==> config.mk <==
export PLATFORM = sky130hd
export DESIGN_NAME = vga_sync_gen
export DESIGN_NICKNAME = d
export VERILOG_FILES = /design/src/rtl/vga_sync_gen.sv
export SDC_FILE = /design/constraint.sdc
export NUM_CORES = 1
export LEC_CHECK = 0
export BUFFER_PORTS_ARGS = -buffer_cell sky130_fd_sc_hd__buf_2
export CELL_PAD_IN_SITES_DETAIL_PLACEMENT = 0
export CELL_PAD_IN_SITES_GLOBAL_PLACEMENT = 1
export CORE_ASPECT_RATIO = 0.75
export CORE_MARGIN = 3
export CORE_UTILIZATION = 35
export DETAILED_ROUTE_END_ITERATION = 10
export PLACE_DENSITY = 0.66
export SYNTH_ARGS = -nofsm -noshare
export SYNTH_HDL_FRONTEND = slang
export SYNTH_SLANG_ARGS = --single-unit
==> constraint.sdc <==
create_clock -name clk -period 2.7 [get_ports clk]
set_input_delay 0.135 -clock clk [delete_from_list [all_inputs] [get_ports clk]]
set_output_delay 0.135 -clock clk [all_outputs]
set_load 0.02 [all_outputs]
==> src/rtl/vga_sync_gen.sv <==
// VGA raster timing generator. Counts pixels/lines on each pixel strobe and
// registers sync, blanking, coordinates and a start-of-frame pulse from the
// pre-increment counter values, so all outputs are mutually aligned.
module vga_sync_gen #(
  parameter int H_ACTIVE = 640,
  parameter int H_FP     = 16,
  parameter int H_SYNC   = 96,
  parameter int H_BP     = 48,
  parameter int V_ACTIVE = 480,
  parameter int V_FP     = 10,
  parameter int V_SYNC   = 2,
  parameter int V_BP     = 33,
  parameter bit SYNC_POL = 1'b0
) (
  input  logic       clk,
  input  logic       rst,
  input  logic       pix_en,
  output logic       hsync,
  output logic       vsync,
  output logic       video_on,
  output logic [9:0] x,
  output logic [9:0] y,
  output logic       frame_start
);

  // Sized copies of the timing constants so every compare is 10 bits wide.
  localparam logic [9:0] H_ACT_C  = 10'(H_ACTIVE);
  localparam logic [9:0] HS_BEG_C = 10'(H_ACTIVE + H_FP);
  localparam logic [9:0] HS_END_C = 10'(H_ACTIVE + H_FP + H_SYNC);
  localparam logic [9:0] H_LAST_C = 10'(H_ACTIVE + H_FP + H_SYNC + H_BP - 1);
  localparam logic [9:0] V_ACT_C  = 10'(V_ACTIVE);
  localparam logic [9:0] VS_BEG_C = 10'(V_ACTIVE + V_FP);
  localparam logic [9:0] VS_END_C = 10'(V_ACTIVE + V_FP + V_SYNC);
  localparam logic [9:0] V_LAST_C = 10'(V_ACTIVE + V_FP + V_SYNC + V_BP - 1);

  logic [9:0] h_cnt_q, h_cnt_d;
  logic [9:0] v_cnt_q, v_cnt_d;
  logic       hsync_q, hsync_d;
  logic       vsync_q, vsync_d;
  logic       video_on_q, video_on_d;
  logic [9:0] x_q, y_q;
  logic       frame_start_q, frame_start_d;

  // Next counter values and the output image of the current counter position.
  always_comb begin
    h_cnt_d = h_cnt_q;
    v_cnt_d = v_cnt_q;
    if (h_cnt_q == H_LAST_C) begin
      h_cnt_d = '0;
      v_cnt_d = (v_cnt_q == V_LAST_C) ? '0 : v_cnt_q + 10'd1;
    end else begin
      h_cnt_d = h_cnt_q + 10'd1;
    end
    video_on_d    = (h_cnt_q < H_ACT_C) && (v_cnt_q < V_ACT_C);
    hsync_d       = ((h_cnt_q >= HS_BEG_C) && (h_cnt_q < HS_END_C)) ? SYNC_POL : ~SYNC_POL;
    vsync_d       = ((v_cnt_q >= VS_BEG_C) && (v_cnt_q < VS_END_C)) ? SYNC_POL : ~SYNC_POL;
    frame_start_d = (h_cnt_q == '0) && (v_cnt_q == '0);
  end

  // State and output registers: advance on strobe, hold otherwise; the
  // frame pulse is cleared on every non-strobe clock so it lasts one clk.
  always_ff @(posedge clk) begin
    if (rst) begin
      h_cnt_q       <= '0;
      v_cnt_q       <= '0;
      hsync_q       <= ~SYNC_POL;
      vsync_q       <= ~SYNC_POL;
      video_on_q    <= 1'b0;
      x_q           <= '0;
      y_q           <= '0;
      frame_start_q <= 1'b0;
    end else if (pix_en) begin
      h_cnt_q       <= h_cnt_d;
      v_cnt_q       <= v_cnt_d;
      hsync_q       <= hsync_d;
      vsync_q       <= vsync_d;
      video_on_q    <= video_on_d;
      x_q           <= h_cnt_q;
      y_q           <= v_cnt_q;
      frame_start_q <= frame_start_d;
    end else begin
      frame_start_q <= 1'b0;
    end
  end

  assign hsync       = hsync_q;
  assign vsync       = vsync_q;
  assign video_on    = video_on_q;
  assign x           = x_q;
  assign y           = y_q;
  assign frame_start = frame_start_q;

endmodule

==> results.ini <==
[status]
status=complete, no violations

[power]
max-vdd-ir-drop_mv=0.1984
power_frac_comb_pct=4.2
clockPowerShare_pct=45.2
fin_total_pwr_mw=1.302
p_sw_share_pct=20.35
power_density_nw_per_um2=574.7
p_switching_mw=0.2649
seqPwrFrac_pct=50.5
leakagePower_nw=0.9459
intPower_mw=1.037

[routing]
drc=0
drt-total-wl_um=4386
avgRoutedWirePerCell_um=14.38
drt_iter0_drc=76
dr.pass1.iters=4
antenna_left=0
via_per_inst=5.052
vias=1541

[global_route]
grt-ovfl-total=0
grt_pass1_wl_um=7472
antenna_found_initial=0
gr-usage-all-layers_pct=14.48
grt_pass1_vias=1445
grt_max_degree=33

[synth]
synthArstFlopShare_pct=0
synth_edf_count=0
yosys.area.top_type=dfxtp_1
syn-num-nets=220
synthTopCellsByArea=dfxtp_1, mux2i_1, nor2_1, nand4_1, xor2_1
synthCells=213
ys_ff_latch=44
syn-cell-area_um2=1989
synth_flop_cell=dfxtp_1
seq_area_frac_synth_pct=44.28
syn_area_per_cell_um2=9.340
synth_cell_types=42
yosys_warnings=0
synth_commonest_cells=dfxtp_1, nor2_1, mux2i_1, nand2_1, nand4_1
synth_most_common_cell=dfxtp_1
netlist.area_leader.share_pct=44.28

[cells_and_area]
finalCoreUtilization_pct=41.86
stdcell_count=305
drive_gt1_share_pct=16.52
multi_input_area_um2=1005
fillCellCount=573
final_cell_area_um2=2265
area_delta_synth_final_pct=13.84
diodes=0
regArea_um2=880.8
finalNetCount=237

[setup_path]
crit_arrival_ps=1940
worstPathMaxFanout=10
cpPeakStageDelay_ps=400
critPathLaunchType=register
crit_required_ps=2890
critical_path.slowest_cell=dfxtp_1
cp-end-kind=register
path_cells=ha_1, and3_1, nand3_4, o31a_1, o21ba_1
path_class=reg -> reg

[clocking]
clk_path_buf_depth=2
root_buffer=clkbuf_8
clkSinkCount=44
clk_pin_slew_ps=90
cts_hold_buf=0
numCtsBuffers=5
post_cts_buffers=0
cts_tree=yes
cts_resized=0
htreeDepth=2
clkLatencyLatePin_ps=300

[place]
hpwl_um=2975
dpl_cell_area_um2=2136
gp_congestion=0.7704
dp_cells=298
portBuffers=26
preCtsSetupSlack_ps=986.0

[min_path]
hp-class=in -> reg

[floorplanning]
core_um2=5410
die_w_um=93.06
rows=23
num_io_pins=27
initial_core_util_pct=36.77
die_area_um2=6634
die_y_um=71.29

[sta]
fin_tns_setup_ps=0
fin_crit_sh_pct=64.70
finalHoldWorstSlack_ps=222.3
max_slew.worst_pin.slew_ps=625.9
fin_ws_ps=953.1
maxSlewViolCount=0
fin_crit_ps=1747
setup_viol=0
max_freq_mhz=572.4
skew_ps=10.19
rsz0062_at_grt=no
hold_viol_final=0
slew_headroom_pct=58.28

[flow_run]
drv_cap=0

## power groups by stage
stage / logic (mW) / clock network, mW / registers, mW
after floorplan: 0.0369 / 0 / 0.677
after global placement: 0.0564 / 0 / 0.673
after detailed placement: 0.0551 / 0 / 0.673
after CTS: 0.0556 / 0.607 / 0.658
after global routing: 0.0602 / 0.632 / 0.659
final: 0.0550 / 0.589 / 0.658
## sequential cells by signal, indices dropped and copies added, names as in the netlist
| register | count |
|---|---|
| frame_start | 1 |
| video_on | 1 |
| h_cnt_q | 10 |
| x | 10 |
| v_cnt_q | 10 |
| hsync | 1 |
| vsync | 1 |
| y | 10 |
## path summary, 6_finish.rpt
check / startpoint / endpoint / slack [ps] / depth (start not counted)
worst max-delay path: h_cnt_q[0]$_SDFFE_PP0P_ / v_cnt_q[6]$_SDFFE_PP0P_ / 950 / 5
worst min-delay path: pix_en / frame_start$_SDFF_PP0_ / 220 / 2
worst max register to register: h_cnt_q[0]$_SDFFE_PP0P_ / v_cnt_q[6]$_SDFFE_PP0P_ / 950 / 5
worst min register to register: vsync$_SDFFE_PP1P_ / vsync$_SDFFE_PP1P_ / 490 / 2
## cell type report
type                            count  share of cell area, %
Timing Repair Buffer               27                  6.077
Multi-Input combinational cell    147                  44.36
Clock buffer                        5                  3.039
Tap cell                           75                  4.144
Inverter                            5                 0.8287
Sequential cell                    44                  38.90
Clock inverter                      2                  2.652
## cells in the final DEF (no fill, tap or decap), types with 2 or more instances in the layout
master     count
nand3_1        8
buf_2         26
nand2_1       10
inv_1          5
ha_1           4
a21oi_1        3
xor2_1         6
xnor2_1        4
and4_1         4
mux2i_1       23
nand2b_1       3
nand4_1        9
nor4b_1        3
bufinv_16      2
nor4_1         2
nor3_1         6
and3_1         6
o21ai_0        2
nor2b_1        2
clkbuf_8       5
o41ai_1        2
nor2_1        33
dfxtp_1       44
## routing by layer
metal	wire length, um	vias up	track usage [%]
met1	2511	716	23.08
li1	-	782	-
met4	78	0	5.854
met2	1594	35	17.80
met5	0	-	0
met3	201	8	3.987
## logic make-up after synthesis
| kind of cell | Yosys count | synth area share, % |
|---|---|---|
| adder cells (fa/ha/maj) | 4 | 2.516 |
| AO/OA/AOI/OAI | 17 | 6.101 |
| multiplexers | 23 | 11.57 |
| AND/OR/NAND/NOR | 93 | 25.91 |
| flip-flops | 44 | 44.28 |
| buffers and inverters | 22 | 5.221 |
| XOR/XNOR | 10 | 4.402 |
## worst max-delay path, delay by kind of cell (launching register included)
family / cells / cell delay (ps)
AOI/OAI and AO/OA: 2 / 500
adders and majority gates: 1 / 240
DFF: 1 / 400
and+or+nand+nor: 2 / 490
No activity file was read; power rests on OpenSTA's default activity.
